## src/rtl/serial_lane_sync.sv

```systemverilog
// serial_lane_sync
//   Receive-side comma aligner for one serial lane. Shifts in an MSB-first
//   bit stream and searches it for the comma symbol in either running-disparity
//   form. A run of COMMA_COUNT commas on one 10-bit phase confirms lock. Once
//   locked, every aligned symbol is presented as a parallel word. LOSS_LIMIT
//   consecutive off-phase commas drop the lock.
//
// Ports
//   clk         bit-rate clock, all logic on the rising edge
//   reset       synchronous, active-high
//   serial_in   serial lane data, MSB of each symbol first
//   data_out    last aligned symbol (holds between strobes)
//   word_valid  one-cycle strobe, data_out updated this cycle
//   comma_det   data_out is a comma (qualified by word_valid)
//   active      lane locked
//   lock_lost   one-cycle strobe on loss of lock
//   state       00 SEARCH, 01 ALIGN, 10 ACTIVE
module serial_lane_sync #(
    parameter int unsigned          DATA_SIZE   = 10,
    parameter logic [DATA_SIZE-1:0] COMMA_P     = 10'h17C,
    parameter logic [DATA_SIZE-1:0] COMMA_N     = 10'h283,
    parameter int unsigned          COMMA_COUNT = 3,
    parameter int unsigned          LOSS_LIMIT  = 4
) (
    input  logic                 clk,
    input  logic                 reset,
    input  logic                 serial_in,
    output logic [DATA_SIZE-1:0] data_out,
    output logic                 word_valid,
    output logic                 comma_det,
    output logic                 active,
    output logic                 lock_lost,
    output logic [1:0]           state
);

    localparam int unsigned CntW = $clog2(DATA_SIZE);

    typedef enum logic [1:0] {
        StSearch = 2'b00,
        StAlign  = 2'b01,
        StActive = 2'b10
    } state_e;

    state_e               state_q;
    logic [DATA_SIZE-1:0] shift_q;
    logic [CntW-1:0]      bit_cnt_q;
    logic [2:0]           align_cnt_q;
    logic [2:0]           misalign_cnt_q;
    logic [DATA_SIZE-1:0] data_q;
    logic                 word_valid_q;
    logic                 comma_det_q;
    logic                 active_q;
    logic                 lock_lost_q;

    logic [DATA_SIZE-1:0] cand;
    logic                 match;
    logic                 boundary;
    logic [2:0]           align_inc;
    logic [2:0]           misalign_inc;

    // The window includes the bit being sampled this cycle, so a comma is
    // recognised in the same cycle its last bit arrives.
    always_comb begin
        cand         = {shift_q[DATA_SIZE-2:0], serial_in};
        match        = (cand == COMMA_P) || (cand == COMMA_N);
        boundary     = (bit_cnt_q == CntW'(DATA_SIZE - 1));
        align_inc    = align_cnt_q + 3'd1;
        misalign_inc = misalign_cnt_q + 3'd1;
    end

    always_ff @(posedge clk) begin
        if (reset) begin
            state_q        <= StSearch;
            shift_q        <= '0;
            bit_cnt_q      <= '0;
            align_cnt_q    <= '0;
            misalign_cnt_q <= '0;
            data_q         <= '0;
            word_valid_q   <= 1'b0;
            comma_det_q    <= 1'b0;
            active_q       <= 1'b0;
            lock_lost_q    <= 1'b0;
        end else begin
            shift_q      <= cand;
            bit_cnt_q    <= boundary ? '0 : bit_cnt_q + CntW'(1);
            word_valid_q <= 1'b0;
            lock_lost_q  <= 1'b0;

            case (state_q)
                StSearch: begin
                    if (match) begin
                        // The comma just seen ends a symbol: restart the phase.
                        bit_cnt_q   <= '0;
                        align_cnt_q <= 3'd1;
                        if (COMMA_COUNT == 1) begin
                            state_q        <= StActive;
                            active_q       <= 1'b1;
                            misalign_cnt_q <= '0;
                        end else begin
                            state_q <= StAlign;
                        end
                    end
                end

                StAlign: begin
                    if (boundary) begin
                        if (match) begin
                            align_cnt_q <= align_inc;
                            if (align_inc == 3'(COMMA_COUNT)) begin
                                state_q        <= StActive;
                                active_q       <= 1'b1;
                                misalign_cnt_q <= '0;
                            end
                        end else begin
                            state_q     <= StSearch;
                            align_cnt_q <= '0;
                        end
                    end else if (match) begin
                        // Comma on a new phase: adopt it and start counting again.
                        bit_cnt_q   <= '0;
                        align_cnt_q <= 3'd1;
                    end
                end

                StActive: begin
                    if (boundary) begin
                        data_q       <= cand;
                        word_valid_q <= 1'b1;
                        comma_det_q  <= match;
                        if (match) begin
                            misalign_cnt_q <= '0;
                        end
                    end else if (match) begin
                        // Phase is deliberately not tracked here; only a run of
                        // off-phase commas may break the lock.
                        if (misalign_inc == 3'(LOSS_LIMIT)) begin
                            state_q        <= StSearch;
                            active_q       <= 1'b0;
                            lock_lost_q    <= 1'b1;
                            misalign_cnt_q <= '0;
                        end else begin
                            misalign_cnt_q <= misalign_inc;
                        end
                    end
                end

                default: begin
                    state_q  <= StSearch;
                    active_q <= 1'b0;
                end
            endcase
        end
    end

    assign data_out   = data_q;
    assign word_valid = word_valid_q;
    assign comma_det  = comma_det_q;
    assign active     = active_q;
    assign lock_lost  = lock_lost_q;
    assign state      = state_q;

endmodule

```

## config.mk

```make
export PLATFORM = sky130hd
export DESIGN_NAME = serial_lane_sync
export DESIGN_NICKNAME = d
export VERILOG_FILES = /design/src/rtl/serial_lane_sync.sv
export SDC_FILE = /design/constraint.sdc
export NUM_CORES = 1
export LEC_CHECK = 0
export CAP_MARGIN = 40
export CORE_ASPECT_RATIO = 1.25
export CORE_MARGIN = 8
export CORE_UTILIZATION = 48
export DETAILED_ROUTE_END_ITERATION = 16
export PLACE_DENSITY = 0.74
export SYNTH_ARGS = -nofsm -noshare
export SYNTH_HDL_FRONTEND = slang
export SYNTH_SLANG_ARGS = --single-unit
```

## constraint.sdc

```tcl
create_clock -name clk -period 2 [get_ports clk]
set_clock_uncertainty 0.15 [all_clocks]
set_input_delay 0.2 -clock clk [delete_from_list [all_inputs] [get_ports clk]]
set_output_delay 0.2 -clock clk [all_outputs]
set_load 0.03 [all_outputs]
```

==> results.py <==
metrics = {
    "timing": {
        "finalCritPeriodShare_pct": 103,
        "fin_crit_ns": 2.06,
        "slew-limit-headroom_pct": 70.2,
        "grt_setup_unrepaired": "yes",
        "final.hold.worst_slack_ns": 0.307,
        "report.final.slew_viol_count": 0,
        "worst_pin_slew_ns": 0.446,
        "hold_viol_final": 0,
        "tns_ns": -0.0627,
        "timing.fmax_ghz": 0.485,
        "setup_slack_ns": -0.0627,
        "finalSetupViolCount": 1,
    },
    "grt": {
        "grt_overflow_total": 0,
        "antenna_found_initial": 0,
        "number_of_global_route_vias_before_repair": 1167,
        "grt_pass1_wl_um": 5050,
        "global_route.usage.total_pct": 12.5,
        "grt_max_degree": 23,
    },
    "floorplanning": {
        "die_width_um": 64.8,
        "core_area_mm2": 0.00289,
        "num_io_pins": 19,
        "design.die.area_mm2": 0.00499,
        "dieHeight_um": 77.0,
        "rows": 22,
        "initial_core_util_pct": 49.5,
    },
    "finish": {
        "area_growth_pct": 24.8,
        "final_net_count": 196,
        "antennaDiodeCount": 0,
        "finish.utilization_pct": 61.8,
        "final_layout_size_suffix_gt1_share_pct": 13.8,
    },
    "clock_network": {
        "post-cts-setup-buffer-count": 0,
        "clk_root_buffer_cell": "clkbuf_4",
        "cts_sinks": 35,
        "tritoncts": "done",
        "h-tree-depth": 2,
        "clk-insertion-delay-late_ns": 0.33,
        "cts.clk_slew.worst_paths_ns": 0.10,
        "cts_made_buffers": 5,
        "cts-root-to-sink-buffers": 2,
    },
    "synth": {
        "number_of_flops_mapped_to_enable_cells_by_yosys": 0,
        "netlist_instances": 159,
        "yosys.cell_count.top_type": "dfxtp_1",
        "synth_top_family_by_area": "simple AND/OR/NAND/NOR gates",
        "share_of_cell_area_taken_by_muxes_after_synthesis_pct": 1.40,
        "postSynthRegisterBits": 35,
        "synth_largest_area_cell": "dfxtp_1",
        "synth_area_per_cell_um2": 8.99,
        "primary_ff_master_synth": "dfxtp_1",
        "unique_cell_type_count_in_the_yosys_netlist": 36,
        "synth-async-reset-ratio_pct": 0,
        "post_synth_main_area_contributors": "dfxtp_1 49%, nand2_1 7.6%, ha_1 5.2%",
        "synth_xor_xnor_area_share_pct": 1.22,
        "synth.cell_area_mm2": 0.00143,
        "synth_fp_nets": 168,
        "synthSimpleGateAreaFrac_pct": 28.5,
        "yosys.area.top_type_share_pct": 49.0,
        "count_of_warnings_emitted_by_yosys": 0,
        "synth_fa_ha_area_share_pct": 5.25,
        "synthTopCellsByCount": "35 x dfxtp_1, 29 x nand2_1, 12 x a21oi_1",
        "sequential_area_share_after_synthesis_pct": 49.0,
        "synth-compound-area-share_pct": 11.7,
    },
    "route": {
        "antenna_violating_nets_post_route": 0,
        "dr.pass1.iters": 4,
        "drt-wirelength-per-cell_um": 13.1,
        "route.final.wire_length_um": 2940,
        "vias_per_cell": 5.38,
        "num_vias": 1206,
        "drc_errors": 0,
        "drt_iter0_markers": 36,
    },
    "power_and_ir_drop": {
        "total_leakage_power_nw": 0.671,
        "power.ir.vdd_worst_mv": 0.521,
        "p_per_area_mw_per_mm2": 664,
    },
    "flow_run": {
        "max_cap_violations": 0,
    },
    "setup_path": {
        "slowest_stage": "or4b_4",
        "worstPathRequired_ns": 2.10,
        "crit_chain": "or4b_4 -> nor4_4 -> nor2_4 -> or4_1 -> a31oi_1",
        "worstSetupStartpointType": "register",
        "critPathMaxFanout": 2,
        "crit_path_end_kind": "register",
        "worstPathArrival_ns": 2.17,
        "worst-r2r-setup-slack_ns": -0.06,
        "cpPeakStageDelay_ns": 0.54,
        "path_class": "register to register",
    },
    "place": {
        "dpl.hpwl_um": 2200,
        "gp_congestion": 0.898,
        "number_of_port_buffers": 18,
    },
    "worst_hold_path": {
        "hold_class": "register to register",
    },
    "status": {
        "status": "complete, but fails checks",
        "failed_checks": "negative setup slack",
    },
}
## cell usage in the layout, fill, tap and decap left out, types with 3 or more instances in the layout
cell type,synthesis,final
a21oi_1,12,12
buf_4,0,10
clkbuf_4,0,5
clkdlybuf4s50_1,0,17
dfxtp_1,35,34
ha_1,6,6
inv_1,4,4
nand2_1,29,29
nand2b_1,4,4
nand3_1,6,6
nor2_1,10,10
nor2b_1,10,10
nor3_1,3,3
o21ai_0,4,4
## final timing paths
path / start / end / depth (start not counted)
worst max-delay path: shift_q[1] / align_cnt_q[1] / 5
worst min-delay path: data_out[6] / data_out[6] / 2
worst max register to register: shift_q[1] / align_cnt_q[1] / 5
worst min register to register: data_out[6] / data_out[6] / 2
## through the flow
stage | power, mW | cell area (um2) | std cells | setup WS [ns]
floorplan | 0.752 | 1440 | 159 | 0.0344
global placement | 0.766 | 1710 | 216 | -0.0713
detailed placement | 0.769 | 1710 | 216 | -0.146
CTS | 1.20 | 1780 | 224 | -0.0320
global route | 1.23 | 1790 | 224 | -0.0827
finish | 1.18 | 1790 | 224 | -0.0627
## report_power, final
group          internal (mW)  switching [mW]
combinational         0.0190          0.0212
sequential             0.705         0.00743
clock                  0.207           0.225
total                  0.931           0.254
## routing by layer
metal | track usage [%] | vias up | share of wire, %
li1 | - | 600 | -
met1 | 12.5 | 567 | 42
met2 | 20.8 | 33 | 49
met3 | 5.81 | 6 | 7.2
met4 | 6.56 | 0 | 1.2
met5 | 0 | - | 0
## registers in the layout (all words and copies together) (netlist names)
register,cells
data_out,10
shift_q,9
bit_cnt_q,4
align_cnt_q,3
misalign_cnt_q,3
state,2
active,1
comma_det,1
lock_lost,1
word_valid,1
## layout make-up
class	instances	area, um2
Fill cell	261	1100
Tap cell	36	45.0
Sequential cell	35	702
Inverter	4	15.0
Timing Repair Buffer	28	258
Clock buffer	8	68.8
Multi-Input combinational cell	113	697
## cell families after synthesis
group,count (synthesis)
compound gates,27
xor+xnor,2
fa+ha+maj,6
buf+inv,11
flops,35
mux,2
simple gates,76
## critical path: cells and delay by family (launching register included)
kind,cells,cell delay [ns]
AOI/OAI and AO/OA,1,0.20
and+or+nand+nor,4,1.30
DFF,1,0.34
## repair_timing
| action | in CTS | in global routing |
|---|---|---|
| hold buffers | 0 | 0 |
| gates cloned | 0 | 0 |
| gates resized for setup | 0 | 3 |
| endpoints found under the setup margin | 1 | 8 |
No activity file was read; power rests on OpenSTA's default activity.
